File: config.mk
export PLATFORM = sky130hd
export DESIGN_NAME = spi_slv16
export DESIGN_NICKNAME = d
export VERILOG_FILES = /design/src/rtl/spi_pkg.sv /design/src/rtl/spi_sync_edge.sv /design/src/rtl/spi_slv16.sv
export SDC_FILE = /design/constraint.sdc
export NUM_CORES = 1
export LEC_CHECK = 0
export BUFFER_PORTS_ARGS = -buffer_cell sky130_fd_sc_hd__buf_2
export CAP_MARGIN = 20
export CORE_MARGIN = 3
export CORE_UTILIZATION = 51
export CTS_CLUSTER_SIZE = 8
export DETAILED_ROUTE_END_ITERATION = 7
export GPL_TIMING_DRIVEN = 0
export PLACE_DENSITY = 0.79
export SLEW_MARGIN = 20
export SYNTH_ARGS = -nofsm -noshare
export SYNTH_HDL_FRONTEND = slang
export SYNTH_SLANG_ARGS = --single-unit
File: constraint.sdc
create_clock -name clk -period 2.06 [get_ports clk]
set_input_delay 0.309 -clock clk [delete_from_list [all_inputs] [get_ports clk]]
set_output_delay 0.309 -clock clk [all_outputs]
set_load 0.02 [all_outputs]
File: src/rtl/spi_pkg.sv
// Shared SPI definitions: frame size, counter widths and state encodings
// for the 16-bit slave and its companion master.
package spi_pkg;
   localparam int FRAME_BITS = 16;
   localparam int CNT_W      = 5;
   localparam int MST_SCLK_DIV = 64;

   typedef enum logic [1:0] {
      IDLE  = 2'd0,
      FRONT = 2'd1,
      SHIFT = 2'd2
   } spi_state_t;

   typedef enum logic [1:0] {
      M_IDLE  = 2'd0,
      M_FRONT = 2'd1,
      M_SHIFT = 2'd2,
      M_BACK  = 2'd3
   } spi_mst_state_t;
endpackage

File: src/rtl/spi_sync_edge.sv
// Two-flop synchronizer plus history flop; rise/fall are registered one-clk pulses.
module spi_sync_edge #(
   parameter logic RST_VAL = 1'b1
) (
   input  logic clk,
   input  logic rst,
   input  logic din,
   output logic sync,
   output logic rise,
   output logic fall
);

   logic ff1, ff2, hist;

   always_ff @(posedge clk) begin
      if (rst) begin
         ff1  <= RST_VAL;
         ff2  <= RST_VAL;
         hist <= RST_VAL;
         rise <= 1'b0;
         fall <= 1'b0;
      end else begin
         ff1  <= din;
         ff2  <= ff1;
         hist <= ff2;
         rise <= ff2 & ~hist;
         fall <= ~ff2 & hist;
      end
   end

   assign sync = ff2;

endmodule

File: src/rtl/spi_slv16.sv
// SPI mode-3 slave, 16-bit frames, oversampled by clk; exchanges a buffered
// response word for the master's command word.
module spi_slv16
   import spi_pkg::*;
(
   input  logic        clk,
   input  logic        rst,
   input  logic        SS_n,
   input  logic        SCLK,
   input  logic        MOSI,
   output logic        MISO,
   input  logic [15:0] tx_data,
   input  logic        wrt_tx,
   output logic [15:0] rx_data,
   output logic        rdy,
   output logic        err,
   output logic [1:0]  state
);

   logic ss_sync, ss_rise, ss_fall;
   logic sclk_sync, sclk_rise, sclk_fall;
   logic mosi_ff1, mosi_sync;

   spi_sync_edge #(.RST_VAL(1'b1)) u_ss_sync (
      .clk(clk), .rst(rst), .din(SS_n),
      .sync(ss_sync), .rise(ss_rise), .fall(ss_fall)
   );

   spi_sync_edge #(.RST_VAL(1'b1)) u_sclk_sync (
      .clk(clk), .rst(rst), .din(SCLK),
      .sync(sclk_sync), .rise(sclk_rise), .fall(sclk_fall)
   );

   always_ff @(posedge clk) begin
      if (rst) begin
         mosi_ff1  <= 1'b0;
         mosi_sync <= 1'b0;
      end else begin
         mosi_ff1  <= MOSI;
         mosi_sync <= mosi_ff1;
      end
   end

   logic [15:0] tx_buf;

   always_ff @(posedge clk) begin
      if (rst)         tx_buf <= '0;
      else if (wrt_tx) tx_buf <= tx_data;
   end

   spi_state_t       state_q;
   logic [15:0]      shift_reg;
   logic [CNT_W-1:0] bit_cnt;
   logic [CNT_W-1:0] shift_cnt;
   logic             sample;
   logic [1:0]       hi_cnt;
   logic             armed;
   logic             frame_ok;

   // The last sampled bit never sees a trailing SCLK fall, so the 16th shift
   // is folded into the commit on SS_n rise.
   assign frame_ok = (bit_cnt == CNT_W'(FRAME_BITS)) &&
                     (shift_cnt == CNT_W'(FRAME_BITS - 1));

   always_ff @(posedge clk) begin
      if (rst) begin
         state_q   <= IDLE;
         shift_reg <= '0;
         bit_cnt   <= '0;
         shift_cnt <= '0;
         sample    <= 1'b0;
         rx_data   <= '0;
         rdy       <= 1'b0;
         err       <= 1'b0;
         hi_cnt    <= '0;
         armed     <= 1'b0;
      end else begin
         rdy <= 1'b0;
         err <= 1'b0;
         // After reset the synchronizer starts high, so a master still holding
         // SS_n low would look like a fall; only accept falls once SS_n was seen high.
         if (!ss_sync)             hi_cnt <= '0;
         else if (hi_cnt != 2'd3)  hi_cnt <= hi_cnt + 2'd1;
         armed <= armed | (hi_cnt == 2'd3);

         if (state_q != IDLE && ss_rise) begin
            state_q <= IDLE;
            if (frame_ok) begin
               rx_data <= {shift_reg[14:0], sample};
               rdy     <= 1'b1;
            end else begin
               err <= 1'b1;
            end
         end else begin
            case (state_q)
               IDLE: begin
                  if (ss_fall && armed) begin
                     shift_reg <= wrt_tx ? tx_data : tx_buf;
                     bit_cnt   <= '0;
                     shift_cnt <= '0;
                     state_q   <= FRONT;
                  end
               end
               FRONT: begin
                  if (sclk_rise) begin
                     sample  <= mosi_sync;
                     bit_cnt <= bit_cnt + 1'b1;
                     state_q <= SHIFT;
                  end
               end
               SHIFT: begin
                  if (sclk_fall) begin
                     shift_reg <= {shift_reg[14:0], sample};
                     if (shift_cnt != '1) shift_cnt <= shift_cnt + 1'b1;
                  end
                  if (sclk_rise) begin
                     sample <= mosi_sync;
                     if (bit_cnt != '1) bit_cnt <= bit_cnt + 1'b1;
                  end
               end
               default: state_q <= IDLE;
            endcase
         end
      end
   end

   assign MISO  = ~ss_sync & shift_reg[15];
   assign state = state_q;

endmodule

==> results.txt <==
Crit Path Max Fanout: 6
Post-synthesis sequential area ratio: 48.4%
Post-Route WL: 6610 µm
Post-synth EDFFs: 0
First-pass GRT wire length: 11,000 µm
VDD IR max: 0.000533 V
Final setup violation count: 0
Die Span Y: 85.6 µm
Pwr per Cell Area: 766 nW/µm²
Worst-Skew Late Latency: 0.35 ns
Area contributors post-synth: dfxtp_1 48%, mux2i_1 16%, nor2_1 6.9%
WL/cell: 14.0 µm
CTS buffer count: 9
FFs w/ async S/R, synth: 0%
Clock transition at the registers of the reported paths: 0.08 ns
Min-delay worst type: input pin to flop
IO buf count: 41
Gr ovfl total: 0
Synth Area in Simple Gates: 18.5%
Gate Count Post-Synth: 332
Layout area overhead: 18.6%
Area share of the largest cell type after synthesis: 48.4%
Via count: 2,502
Total Power: 2.93 mW
CTS Hold Bufs: 0
Multiplexer share of the synthesized area: 16.4%
Complex-gate fraction of the synthesized area: 7.87%
Post-Route Skew: 0.00980 ns
CP max-delay cell: or3b_4
IO Count: 43
Largest net degree at the start of global routing: 14
Vias per Instance: 5.31
Status: finished clean
Deepest clock path buffer count: 2
Final ANT Viol Nets: 0
Cell area after synthesis: 3230 µm²
Vias in the first global route: 2,316
Iter 0 DRT Violations: 97
Die area: 7320 µm²
CTS sink cnt: 78
CTS tree: done
GPL Wtd Cong: 0.826
Largest area contributor in the netlist: dfxtp_1
Arrival time at the worst endpoint: 2.20 ns
Normalized max-slew margin: 63.2%
Leakage: 1.55 nW
Syn Nets: 366
Core region area: 6030 µm²
Post-synth top flop: dfxtp_1
Initial core utilization: 53.6%
GRT Total Usage: 19.1%
Worst path cell trace: inv_1 > ha_1 > buf_6 > or3b_4 > a21oi_4 > clkbuf_16 > mux2i_1 > nor2_1
Fillers: 500
Main combinational cell family by area after synthesis: simple AND/OR/NAND/NOR gates
Period utilisation layout: 95.5%
HPWL after detailed placement: 4470 µm
Number of max-cap violations: 0
Fmax: 508 MHz
Synth Warn #: 0
Crit path launch type: flop
Commonest cells in the netlist: 78 x dfxtp_1, 59 x nor2_1, 53 x mux2i_1
Netlist cell types: 40
Layout cell share with drive strength beyond 1: 19.7%
Adder-cell share of the synthesized area: 4.65%
Mapped Avg Cell Area: 9.73 µm²
Crit. End Element: flop
Depth of the CTS H-tree: 3
XOR/XNOR share of the synthesized area: 0.271%
FP Rows: 28
1st-pass router iterations: 4
# nets final: 425
Synthesized flop and latch total: 78
Slew @ Worst Pin: 0.552 ns
Final hold vios: 0
Clock root buffer: clkbuf_8
# DRC: 0
CP required: 2.29 ns
Crit-path max cell delay: 0.41 ns
Die Span X: 85.6 µm
Fin. max-slew vios: 0
Cell with the most instances after synthesis: dfxtp_1
Initial antenna violation count: 0
Final min period: 1.97 ns
Inserted Diodes: 0
Crit path kind: flop to flop
Setup_tns: 0 ns
[final cells by class]
| type | count | area, µm² | share of cell area, % |
|---|---|---|---|
| flip-flops and latches | 78 | 1570 | 40.9 |
| multi-input cells | 228 | 1550 | 40.4 |
| repair buffers | 48 | 275 | 7.19 |
| clock buffers | 10 | 128 | 3.33 |
| plain buffers | 17 | 96.3 | 2.52 |
| well taps | 75 | 93.8 | 2.45 |
| clock inverters | 6 | 86.3 | 2.25 |
| inverters | 9 | 33.8 | 0.882 |
[logic make-up (layout without fill, tap and decap cells)]
logic type               Yosys count  after routing
multiplexers                      53             53
adder cells (fa/ha/maj)           12             12
buffers and inverters             26             90
AO/OA/AOI/OAI                     39             39
flip-flops                        78             78
AND/OR/NAND/NOR                  123            123
XOR/XNOR                           1              1
[per-stage QoR]
step	std cells	instance area [µm²]	worst slack [ns]	util, %	hold slack, ns
2_1_floorplan	332	3230	0.0880	-	0.383
3_3_place_gp	448	3530	-0.134	58.6	0.388
3_5_place_dp	448	3530	-0.211	58.6	0.393
4_1_cts	468	3780	0.0429	62.7	0.120
5_1_grt	471	3830	-0.0220	63.5	0.124
6_report	471	3830	0.0933	63.5	0.133
[worst max-delay path, delay by kind of cell, from the launching register on]
kind,cells,cell delay (ns)
AOI/OAI and AO/OA,1,0.27
adders and majority gates,1,0.16
buffers and inverters,3,0.40
DFF,1,0.37
muxes,1,0.19
and+or+nand+nor,2,0.47
[report_power, final]
group          internal, mW  leakage [nW]  switching (mW)
Clock                 0.680         0.106           0.563
Sequential             1.54         0.636          0.0129
Combinational        0.0580         0.812          0.0800
Total                  2.28          1.55           0.655
[final timing paths]
kind / from / endpoint / slack (ns) / depth (start not counted)
min reg2reg: u_ss_sync.ff1 / u_ss_sync.sync / 0.41 / 1
max: state[0] / shift_reg[4] / 0.09 / 8
min: SCLK / u_sclk_sync.ff1 / 0.13 / 2
max reg2reg: state[0] / shift_reg[4] / 0.09 / 8
[per-layer routing]
| layer | vias up | routed length [µm] | GRT usage (%) |
|---|---|---|---|
| met2 | 51 | 2960 | 28.9 |
| met4 | 0 | 80 | 6.04 |
| met3 | 10 | 320 | 5.67 |
| met1 | 1193 | 3250 | 26.2 |
| met5 | - | 0 | 0 |
| li1 | 1248 | - | - |
[placed cells by master, fill, tap and decap left out, types with 2 or more instances in the layout]
cell / instances
a21oi_1: 7
mux2i_1: 52
buf_6: 2
nor3b_1: 2
clkinv_2: 2
and3_1: 2
nor3_1: 4
buf_2: 42
dfxtp_2: 2
nand4_1: 4
clkbuf_8: 9
nor2b_1: 8
a21boi_1: 2
o21ai_0: 16
nand4b_1: 2
nand2_1: 18
nor2_1: 59
or2_1: 7
o31ai_1: 3
and2_1: 2
nand2b_1: 4
inv_1: 9
dfxtp_1: 75
o21ai_1: 4
nand3_1: 4
ha_1: 11
clkbuf_1: 14
or3_1: 2
bufinv_16: 2
buf_4: 6
[what timing repair did]
action                     CTS  global route
setup endpoints to repair   16            30
pin swaps                    2             2
setup buffers                4             2
gates cloned                 0             1
gates resized for setup      1             4
Power figures use the tool's default switching activity.
